`config.mk`:
```
export PLATFORM = sky130hd
export DESIGN_NAME = fetch_ctrl
export DESIGN_NICKNAME = d
export VERILOG_FILES = /design/src/rtl/fetch_ctrl.sv
export SDC_FILE = /design/constraint.sdc
export NUM_CORES = 1
export LEC_CHECK = 0
export CAP_MARGIN = 15
export CELL_PAD_IN_SITES_DETAIL_PLACEMENT = 0
export CELL_PAD_IN_SITES_GLOBAL_PLACEMENT = 2
export CORE_MARGIN = 1.5
export CORE_UTILIZATION = 25
export CTS_CLUSTER_DIAMETER = 80
export DETAILED_ROUTE_END_ITERATION = 10
export GPL_ROUTABILITY_DRIVEN = 0
export PLACE_DENSITY = 0.8
export SLEW_MARGIN = 40
export SYNTH_ARGS = -nofsm -noshare
export SYNTH_HDL_FRONTEND = slang
export SYNTH_SLANG_ARGS = --single-unit
export TNS_END_PERCENT = 50
```
`constraint.sdc`:
```
create_clock -name clk -period 2.1 [get_ports clk]
set_input_delay 0.315 -clock clk [delete_from_list [all_inputs] [get_ports clk]]
set_output_delay 0.315 -clock clk [all_outputs]
set_load 0.02 [all_outputs]
```
`src/rtl/fetch_ctrl.sv`:
```
// fetch_ctrl: single-outstanding instruction fetch controller.
// Issues one request at a time, holds the returned instruction in the IF
// register until downstream consumes it, and steers fetch on redirects.
// A redirect that arrives while a request is in flight marks the returning
// data for discard so the stale instruction is never delivered.
// Optional feature macro: FETCH_PERF_EN adds request and stall counters.
module fetch_ctrl #(
  parameter logic [31:0] RESET_PC = 32'h0000_0000
) (
  input  logic        clk,
  input  logic        rstn,
  input  logic        stall,
  input  logic        redirect_valid,
  input  logic [31:0] redirect_pc,
  output logic        inst_req,
  output logic [31:0] inst_addr,
  input  logic        inst_addr_ok,
  input  logic        inst_data_ok,
  input  logic [31:0] inst_rdata,
  output logic        if_valid,
  output logic [31:0] if_pc,
  output logic [31:0] if_inst
`ifdef FETCH_PERF_EN
  ,
  output logic [31:0] perf_req_cnt,
  output logic [31:0] perf_stall_cnt
`endif
);

  typedef enum logic [1:0] {
    S_IDLE = 2'd0,
    S_REQ  = 2'd1,
    S_WAIT = 2'd2,
    S_HOLD = 2'd3
  } state_t;

  state_t      state;
  state_t      state_nxt;
  logic [31:0] fetch_pc;
  logic [31:0] fetch_pc_nxt;
  logic        discard;
  logic        discard_nxt;
  logic        if_valid_nxt;
  logic [31:0] if_pc_nxt;
  logic [31:0] if_inst_nxt;
  logic [31:0] redirect_tgt;

  // Instructions are word aligned, so the low two target bits are forced to zero.
  function automatic logic [31:0] align_word(input logic [31:0] addr);
    return addr & 32'hFFFF_FFFC;
  endfunction

  // Sequential successor; the 32-bit add wraps naturally at the top of memory.
  function automatic logic [31:0] next_seq(input logic [31:0] addr);
    return addr + 32'd4;
  endfunction

  assign redirect_tgt = align_word(redirect_pc);

  // Request interface: only the REQ state presents an address to memory.
  assign inst_req  = (state == S_REQ);
  assign inst_addr = fetch_pc;

  // Next-state and IF-register update logic; redirect outranks everything else.
  always_comb begin
    state_nxt    = state;
    fetch_pc_nxt = fetch_pc;
    discard_nxt  = discard;
    if_valid_nxt = if_valid;
    if_pc_nxt    = if_pc;
    if_inst_nxt  = if_inst;

    case (state)
      S_IDLE: begin
        if (redirect_valid) begin
          fetch_pc_nxt = redirect_tgt;
        end
        state_nxt = S_REQ;
      end

      S_REQ: begin
        if (redirect_valid) begin
          fetch_pc_nxt = redirect_tgt;
          if (inst_addr_ok) begin
            // The old address was already accepted; its data must be dropped.
            discard_nxt = 1'b1;
            state_nxt   = S_WAIT;
          end
        end else if (inst_addr_ok) begin
          state_nxt = S_WAIT;
        end
      end

      S_WAIT: begin
        if (redirect_valid) begin
          fetch_pc_nxt = redirect_tgt;
          if (inst_data_ok) begin
            // Stale data returns in the same cycle: drop it, nothing remains in flight.
            discard_nxt = 1'b0;
            state_nxt   = S_REQ;
          end else begin
            discard_nxt = 1'b1;
          end
        end else if (inst_data_ok) begin
          if (discard) begin
            discard_nxt = 1'b0;
            state_nxt   = S_REQ;
          end else begin
            if_valid_nxt = 1'b1;
            if_pc_nxt    = fetch_pc;
            if_inst_nxt  = inst_rdata;
            fetch_pc_nxt = next_seq(fetch_pc);
            state_nxt    = S_HOLD;
          end
        end
      end

      S_HOLD: begin
        if (redirect_valid) begin
          if_valid_nxt = 1'b0;
          fetch_pc_nxt = redirect_tgt;
          state_nxt    = S_REQ;
        end else if (!stall) begin
          if_valid_nxt = 1'b0;
          state_nxt    = S_REQ;
        end
      end

      default: begin
        state_nxt = S_IDLE;
      end
    endcase
  end

  // State, fetch PC, discard flag and IF register.
  always_ff @(posedge clk or negedge rstn) begin
    if (!rstn) begin
      state    <= S_IDLE;
      fetch_pc <= RESET_PC;
      discard  <= 1'b0;
      if_valid <= 1'b0;
      if_pc    <= 32'h0000_0000;
      if_inst  <= 32'h0000_0000;
    end else begin
      state    <= state_nxt;
      fetch_pc <= fetch_pc_nxt;
      discard  <= discard_nxt;
      if_valid <= if_valid_nxt;
      if_pc    <= if_pc_nxt;
      if_inst  <= if_inst_nxt;
    end
  end

`ifdef FETCH_PERF_EN
  // Performance counters: accepted requests and cycles a valid instruction is stalled.
  always_ff @(posedge clk or negedge rstn) begin
    if (!rstn) begin
      perf_req_cnt   <= 32'h0000_0000;
      perf_stall_cnt <= 32'h0000_0000;
    end else begin
      if (inst_req && inst_addr_ok) begin
        perf_req_cnt <= perf_req_cnt + 32'd1;
      end
      if (if_valid && stall) begin
        perf_stall_cnt <= perf_stall_cnt + 32'd1;
      end
    end
  end
`endif

endmodule

```
After elaboration in Yosys (flattened, before gate mapping)

Index checks and enable logic that the tools add are counted.
Widths: inputs -> output; s select.

Output and inout port bits: 98
Flip-flop bits (word level): 100
Bits of input ports: 70

Add/subtract/negate cells: 1
Bitwise operators: 2
Reductions and logical operators: 9
Equal/unequal tests: 12
Mux-type cells: 25

Operators with widths:

| cell                  | number |
|---|---|
| $mux 32               | 4 |
| $pmux 32 s2           | 1 |
| $add 32x3->32 const B | 1 |
| $mux 2                | 7 |
| $mux 1                | 10 |
| $ne 3x3->1 const B    | 3 |
| $ne 2x2->1 const B    | 4 |
| $pmux 2 s4            | 1 |
| $reduce_and 4->1      | 2 |
| $reduce_and 3->1      | 2 |
| $reduce_and 5->1      | 1 |
| $eq 2x2->1 const B    | 2 |
| $ne 2x1->1 const B    | 2 |
| $pmux 1 s2            | 2 |
| $reduce_bool 2->1     | 2 |
| $reduce_or 3->1       | 1 |
| $eq 2x1->1 const B    | 1 |
| $logic_not 2->1       | 1 |
| $not 1->1             | 2 |

Longest topological paths before layout

Gate-level depths: netlist of run 1.

Word-level depth: 5
Mapped depth: 9

Worst setup path after synthesis of run 1

No wires, ideal clock.

Path type: register to register
Start point: register fetch_pc[2], in the netlist inst_addr[2]
End point: register fetch_pc[24], in the netlist inst_addr[24]
Stages on the path, launching flop included: 7
Path slack: 0.185 ns
Period minus slack after synthesis: 1.915 ns
Buffers on the path: 0
Arrival: 1.789 ns
Library setup time: 0.126 ns
Data required time: 1.974 ns
Cell sequence: dfrtp_1 > ha_1 > nand4_1 > nor4_4 > nor3b_4 > mux2i_1 > a221o_1

Longest elaborated chain between the ends: 5

Ends and longest elaborated chain:

| item                   | RTL line | text |
|---|---|---|
| from (decl)            | 39       | `logic [31:0] fetch_pc;` |
| from (signal assigned) | 146      | `fetch_pc <= fetch_pc_nxt;` |
| $add 32x3->32          | 55       | `return addr + 32'd4;` |
| $mux 32                | 105      | `if (discard) begin` |
| $mux 32                | 104      | `end else if (inst_data_ok) begin` |
| $mux 32                | 95       | `if (redirect_valid) begin` |
| $pmux 32 s2            | 73       | `case (state)` |

No other way between the ends. The select of a mux whose other input is x is not followed.
A chain may end at the register's enable or synchronous reset.

Final worst setup path of run 1

Ends and elaborated chain as after synthesis.

==> results by stage, run 1 <==
Synth:
- The post-synthesis instance area is 4550 um^2.
- Synthesis produced 518 cells.
- The prevailing post-synth register cell is dfrtp_1.
- The number of different library cells in the post-synthesis netlist is 55.
- A synthesized cell averages 8.79 um^2.
- During synthesis, Yosys emitted a total of 0 warnings.
- The register bit count reported by yosys is 96.
- In this run, synthesis inferred 0 flip-flops with an integrated enable.
- The async set-or-reset flop fraction in the synthesized netlist is 100%.
- Summing the sequential cell areas from Yosys gives 52.8% of the chip area.

Power and ir drop:
- The maximum vdd ir drop is 0.000508 V.
- For this design the static power due to leakage is 3.18 nW.
- In this run, the clock network consumes 23.0% of the power.
- Of the total power, the share spent switching nets is 35.5%.
- The internal portion of the total power is 4.66 mW.
- The combinational cell fraction of total power is 39.2%.
- The share of total power dissipated in sequential elements is 37.8%.
- The cell area power density is 1030 nW/um^2.
- The total net switching power is 2.57 mW.

Critical path:
- The worst setup path is of the register to register kind.
- The arrival time at the worst endpoint is 2.17 ns.
- STA puts the critical path data required time at 2.33 ns.
- The startpoint type of the worst setup path is a register.
- STA classifies the critical path endpoint as a register.
- In this run the worst path has a maximum fanout of 5.

Detailed routing:
- The first detailed-routing pass ran for 4 iterations.
- After detailed routing, the number of remaining DRC violations is 0.
- The violation count after the first detailed-route iteration is 231.
- The detail-routed via count per cell is 4.60.
- The wire length reported by the detailed router is 14400 um.
- The detailed-route wire length per cell is 15.3 um.
- The overall via count from detail_route is 4337.
- In this run the remaining antenna-violating nets after routing total 0.

Placement:
- The wire-length estimate of the detail-placed layout is 10800 um.
- In this run, placement finished with an instance count of 926.
- The setup slack after placement is 0.0793 ns.
- The post-place instance area is 6680 um^2.
- The count of buffers inserted at the top-level ports is 161.

Finish:
- At the end of the flow, the number of nets in the layout was 783.
- After the flow finishes, the layout carries non-filler instances totaling 943.
- The ratio of cells with drive above 1 in the final layout is 11.1%.
- The count of antenna diodes in the layout is 0.
- The finished cells cover 6990 um^2.
- The area added between synthesis and finish is 53.5%.

Timing:
- In the post-route analysis, the smallest setup slack over all paths is 0.163 ns.
- For the final routed database, the setup TNS stands at 0 ns.
- Setup repair after global routing left no endpoint under its margin.
- Across the routed clock network, the largest skew measured is 0.0100 ns.
- The final count of pins violating max slew was 0.
- The maximum operating frequency is 516 MHz.
- Dividing the final minimum period by the clock period gives 92.2%.
- Counting I/O delays and the setup requirement, the final critical path takes 1.94 ns.
- The final setup violation count is 0.
- The count of endpoints failing hold in the final timing report was 0.

Clock network:
- The H-tree level count is 3.
- The tree built by TritonCTS fans out to 96 sinks.
- At the later pin of the worst-skew pair, clock insertion delay measures 0.35 ns.
- The clock tree from TritonCTS is done.
- After clock tree synthesis, the clock-pin slew on the worst setup and hold paths is 0.07 ns.
- TritonCTS created 9 clock buffers.
- The maximum number of buffers from clock root to sink is 2.
- The count of buffers added by post-CTS timing repair for setup is 0.
- The root buffer cell chosen for the clock tree is clkbuf_16.

GRT:
- The global-route usage over all layers is 15.4%.
- The via count of the first global-routing pass is 4284.
- Entering global routing, the biggest net connects 58 pins.
- The first global-routing pass estimated 22500 um of wire.
- The initial antenna violation count was 0.
- The remaining global-route overflow is 0.

Floorplanning:
- The initialized floorplan defines 49 standard-cell rows.
- After floorplanning, the core was sized to cover 17900 um^2.
- Once the floorplan was initialized, standard cells occupied 25.4% of the core.
- The floorplan step set the die width to 138 um.
- During I/O placement, the number of pins put on the boundary was 168.
- Measured along the y axis, the die boundary spans 138 um.
- The floorplan die area is 19000 um^2.

Status:
- The run finished with clean final reports.

Run:
- The tool flagged a number of max-cap violations equal to 0.

Min path:
- The worst hold path belongs to the class input port to asynchronous set/reset pin.
==> layout by cell type (no fill, tap or decap), types with 7 or more instances in the layout <==
cell             count
a21oi_1             13
a311oi_1             7
buf_4               43
clkbuf_16            9
clkdlybuf4s50_1    159
dfrtp_1             96
inv_1                7
nand2_1            210
nand3_1              8
nand4_1             10
nor2_1              34
nor3_1               9
o21ai_0             23
==> kinds of logic (layout without fill, tap and decap cells) <==
kind of cell | count (synthesis) | in the layout | synth area share, %
multiplexers | 1 | 1 | 0.220
flip-flops | 96 | 96 | 52.8
buffers and inverters | 38 | 231 | 4.29
other | 1 | 4 | 0.0824
AO/OA/AOI/OAI | 71 | 71 | 10.2
AND/OR/NAND/NOR | 300 | 300 | 30.0
XOR/XNOR | 7 | 7 | 1.35
adder cells (fa/ha/maj) | 4 | 4 | 1.10
==> through the flow <==
step / utilization, % / hold slack, ns / power (mW)
after floorplan: - / 0.0194 / 4.06
after global placement: 37.3 / 0.165 / 5.57
after detailed placement: 37.3 / 0.170 / 5.63
after CTS: 39.0 / 0.340 / 7.34
after global routing: 39.0 / 0.367 / 7.69
final: 39.0 / 0.346 / 7.23
==> state kept, by name, indices dropped and copies added, names as in the netlist <==
register,flops
if_pc,30
state,2
discard,1
if_inst,32
if_valid,1
inst_addr,30
==> path summary, 6_finish.rpt <==
path | from | endpoint | slack [ns] | cells past startpoint
worst max-delay path | inst_addr[2] | inst_addr[24] | 0.16 | 6
worst min-delay path | rstn | if_pc[6] | 0.35 | 2
worst max register to register | inst_addr[2] | inst_addr[24] | 0.16 | 6
worst min register to register | if_pc[20] | if_pc[20] | 0.47 | 2
max in group asynchronous | rstn | if_inst[5] | 1.10 | 3
min in group clk | if_pc[20] | if_pc[20] | 0.47 | 2
==> repair_timing <==
| action | in CTS | in global routing |
|---|---|---|
| hold buffers | 1 | 0 |
| endpoints found under the hold margin | 9 | 0 |
| endpoints found under the setup margin | 0 | 4 |
| resized for setup | 0 | 2 |
==> Yosys cell counts (all sizes together), types with 4 or more instances <==
library cell | instances | area share, %
a21oi | 13 | 1.4
a311oi | 7 | 1.3
a31oi | 4 | 0.55
buf | 6 | 1.2
clkbuf | 24 | 2.5
dfrtp | 96 | 53
ha | 4 | 1.1
inv | 7 | 0.58
nand2 | 211 | 17
nand3 | 11 | 1.9
nand4 | 12 | 1.9
nor2 | 35 | 2.9
nor3 | 9 | 0.99
nor4 | 5 | 1.8
o21ai | 23 | 2.5
o22a | 5 | 0.96
xnor2 | 5 | 0.96
==> metal layers <==
layer / global-route usage [%] / routed length (um) / vias up
met2: 24.8 / 6930 / 107
met4: 4.63 / 149 / 0
li1: - / - / 2107
met1: 20.6 / 6590 / 2113
met3: 3.47 / 781 / 10
met5: 0 / 0 / -
==> power by group through the flow <==
stage               Combinational, mW  Sequential, mW  Clock [mW]
floorplan                       0.686            3.37           0
CTS                              2.87            2.74        1.73
global placement                 2.82            2.74           0
detailed placement               2.86            2.77           0
finish                           2.83            2.73        1.67
global route                     3.07            2.81        1.81
==> critical path, stage by stage (launching register included) <==
cell     delay (ns)
dfrtp_1        0.42
ha_1           0.24
nand4_1        0.21
nor4_4         0.24
nor3b_4        0.32
mux2i_1        0.12
a221o_1        0.27
==> area by class of cell <==
type	count	area (um^2)
clock buffer	9	225
inverter	8	30.0
timing repair buffer	207	2000
tap	229	287
clock inverter	7	71.3
multi-input combinational	387	1980
sequential	96	2400
fill	1829	10900
Power figures use the tool's default switching activity.
==> run 2, diff against run 1 <==
--- a/config.mk
+++ b/config.mk
@@ -13,8 +13,9 @@
 export CTS_CLUSTER_DIAMETER = 80
 export DETAILED_ROUTE_END_ITERATION = 10
 export GPL_ROUTABILITY_DRIVEN = 0
+export MAX_ROUTING_LAYER = met4
 export PLACE_DENSITY = 0.8
-export SLEW_MARGIN = 40
+export SLEW_MARGIN = 20
 export SYNTH_ARGS = -nofsm -noshare
 export SYNTH_HDL_FRONTEND = slang
 export SYNTH_SLANG_ARGS = --single-unit
==> constraint.sdc (replaced) <==
create_clock -name clk -period 2.1 [get_ports clk]
set_input_delay 0.315 -clock clk [delete_from_list [all_inputs] [get_ports clk]]
set_output_delay 0.315 -clock clk [all_outputs]
set_load 0.05 [all_outputs]
==> results by stage, run 2 (synthesis gave the netlist of run 1 again) <==
Clock network:
- The H-tree level count came to 3 (unchanged).
- The count of buffers added by post-CTS timing repair for setup is 0 (unchanged).
- The clock insertion delay at the later pin of the skew report was 0.35 ns (about the same).
- The clock tree from TritonCTS is done.
- The clock-pin slew reported for the worst setup and hold paths after clock tree synthesis is 0.07 ns (about the same).
- The number of sinks on the clock net is 96 (unchanged).
- The total clock buffers created by CTS is 9 (unchanged).
- The maximum number of buffers from clock root to sink came to 2 (unchanged).
- The tree is rooted in a clkbuf_16.

Critical path:
- The startpoint type of the worst setup path is a register.
- Walking the worst path, the cells encountered are buf_4 -> clkdlybuf4s50_1.
- The depth of the worst register-to-register path is 8 (+2).
- In this run the critical register-to-register path is captured at inst_addr[14].
- The minimum setup slack among reg-to-reg paths is 0.15 ns (about the same).
- The worst setup path is captured at a primary output.
- The worst setup path is of the register to primary output kind.
- The required time of the critical path is 1.78 ns (-0.55 ns).
- Among all stages on the critical path, the largest delay is contributed by clkdlybuf4s50_1.
- The arrival time at the worst endpoint came to 1.73 ns (-0.44 ns).
- The worst register-to-register path begins at state[0].
- The largest stage delay on the critical path is 0.80 ns (+0.38 ns).
- The maximum fanout count along the critical path came to 6 (+1).

Timing:
- The count of endpoints failing hold in the final timing report is 0 (unchanged).
- The share of the cycle needed by the critical path after routing is 97.4% (+5.2 points).
- The final count of pins violating max slew came to 0 (unchanged).
- For the pin with the worst max-slew slack, the measured transition is 0.563 ns.
- The final total negative setup slack came to 0 ns (unchanged).
- The final setup violation count is 0 (unchanged).
- Headroom to the max-slew limit came out at 62.4%.
- The maximum operating frequency is 489 MHz (-5.3%).
- The final clock skew is 0.0109 ns (+0.000873 ns).
- The minimum period implied by the final worst setup slack is 2.05 ns (+0.109 ns).
- Setup repair after global routing left no endpoint under its margin.
- The post-route worst setup slack is 0.0542 ns (-0.109 ns).

Detailed routing:
- The final antenna-violating net count came to 0 (unchanged).
- The detailed-route wire length per cell was 15.4 um (+0.35%).
- The DRC violation count after routing was 0 (unchanged).
- The violation count after the first detailed-route iteration is 223 (-3.5%).
- The wire length reported by the detailed router is 14400 um (-0.18%).
- The overall via count from detail_route is 4279 (-1.3%).
- The iteration count of the initial detailed-routing pass is 4 (unchanged).
- The detail-routed via count per cell is 4.56 (-0.81%).

Finish:
- The layout net count is 778 (-0.64%).
- The count of antenna diodes in the layout came to 0 (unchanged).
- The area added between synthesis and finish is 52.6%.
- The register with the most flip-flops in the final layout is if_inst.
- The library cells used most frequently in the layout, excluding fill and tap cells, are nand2_1 (210), clkdlybuf4s50_1 (157), dfrtp_1 (94).
- The leading cell type in the layout, fill and taps excluded is nand2_1.
- The number of filler instances in the final layout was 1838 (+0.49%).
- The fraction of the core area covered by cells at the end of the flow was 38.8% (-0.23 points).
- The number of flip-flops under the largest register name is 32 (unchanged).
- The ratio of cells with drive above 1 in the final layout is 11.0% (-0.063 points).

Floorplanning:
- The floorplan die area is 19000 um^2 (unchanged).
- The standard cell core area is 17900 um^2 (unchanged).
- The row count is 49 (unchanged).
- The width of the chip is 138 um (unchanged).
- The die span in y was 138 um (unchanged).
- The effective utilization at floorplan came to 25.4% (unchanged).
- The I/O pin count is 168 (unchanged).

Status:
- The flow ran to the end, and the final reports show no timing, DRC or antenna violations.

Placement:
- The setup slack after placement is 0.0472 ns (-0.0321 ns).
- The post-detailed-placement half-perimeter wirelength is 10800 um (about the same).
- The count of buffers inserted at the top-level ports is 161 (unchanged).

Min path:
- The min-delay analysis places its worst path in the category input port to asynchronous set/reset pin.

GRT:
- The via count of the first global-routing pass is 4141 (-3.3%).
- The remaining global-route overflow is 0 (unchanged).
- The global-route usage over all layers came to 16.0% (+0.59 points).
- The maximum number of pins on one net before global-route repair is 37 (-36%).
- The wire length of the first global-routing pass is 22400 um (-0.49%).
- The initial antenna violation count came to 0 (unchanged).

Power and ir drop:
- The internal power consumption is 4.56 mW (-2.2%).
- The total net switching power came to 3.78 mW (+47%).
- The maximum vdd ir drop is 0.000542 V (+6.7%).
- The share of total power in the clock network is 19.0% (-4.0 points).
- The cell area power density came to 1200 nW/um^2 (+16%).
- The combinational cell fraction of total power was 48.2% (+9.0 points).
- The static power due to leakage is 3.17 nW (-0.47%).
- The net switching share of the total power came to 45.3% (+9.8 points).
- The total design power came to 8.34 mW (+15%).
- The share of total power in sequential cells is 32.9% (-4.9 points).

Run:
- The max-capacitance violation count is 0 (unchanged).
## run 2: repair_timing
item / 4_1_cts / 5_1_grt
hold endpoints to repair: 28 / 0
resized for setup: 0 / 1
endpoints found under the setup margin: 0 / 1
hold buffers: 1 / 0
## run 2: how the worst max path moves through the flow
stage	depth (start not counted)	endpoint	start	slack (ns)
after floorplan	6	inst_addr[27]	inst_addr[17]	0.04
after global placement	7	inst_addr[20]	redirect_valid	0.08
after detailed placement	7	inst_addr[20]	redirect_valid	0.05
after CTS	2	inst_addr[6]	inst_addr[6]	0.03
after global routing	2	inst_addr[6]	inst_addr[6]	0.005
final	2	inst_addr[6]	inst_addr[6]	0.05
## run 2: layout make-up
type	count	area [um^2]	area share [%]
repair buffers	202	1960	28.2
flip-flops and latches	96	2400	34.6
clock buffers	10	239	3.44
inverters	8	30.0	0.432
clock inverters	6	42.5	0.612
well taps	229	287	4.12
multi-input cells	387	1980	28.5
## run 2: metrics by stage
step	hold slack (ns)	instances	area [um^2]
floorplan	0.0194	521	4570
finish	0.451	938	6950
CTS	0.460	938	6940
detailed placement	0.298	921	6650
global placement	0.291	921	6650
global route	0.475	938	6950
## run 2: metal layers
metal	up-vias	GRT usage (%)	share of wire, %
met5	-	-	0
li1	2095	-	-
met4	0	6.60	2.0
met2	127	24.7	48
met1	2039	20.7	45
met3	18	2.96	5.6
## run 2: power groups by stage
stage | Sequential [mW] | Combinational [mW] | Clock [mW]
after CTS | 2.75 | 4.06 | 1.65
after floorplan | 4.53 | 0.727 | 0
after detailed placement | 2.78 | 4.04 | 0
after global routing | 2.83 | 4.26 | 1.73
after global placement | 2.76 | 4.01 | 0
final | 2.74 | 4.02 | 1.58
## run 2: worst max-delay path: cells and delay by family, from the launching register on
kind / cells / cell delay [ns]
flops: 1 / 0.41
buf+inv: 2 / 0.97
==> run 3, diff against run 2 <==
--- a/config.mk
+++ b/config.mk
@@ -5,6 +5,7 @@
 export SDC_FILE = /design/constraint.sdc
 export NUM_CORES = 1
 export LEC_CHECK = 0
+export ABC_AREA = 0
 export CAP_MARGIN = 15
 export CELL_PAD_IN_SITES_DETAIL_PLACEMENT = 0
 export CELL_PAD_IN_SITES_GLOBAL_PLACEMENT = 2
@@ -12,7 +13,6 @@
 export CORE_UTILIZATION = 25
 export CTS_CLUSTER_DIAMETER = 80
 export DETAILED_ROUTE_END_ITERATION = 10
-export GPL_ROUTABILITY_DRIVEN = 0
 export MAX_ROUTING_LAYER = met4
 export PLACE_DENSITY = 0.8
 export SLEW_MARGIN = 20
==> results of run 3 <==
No change in the layout: final DEF, timing and power equal those of run 2.
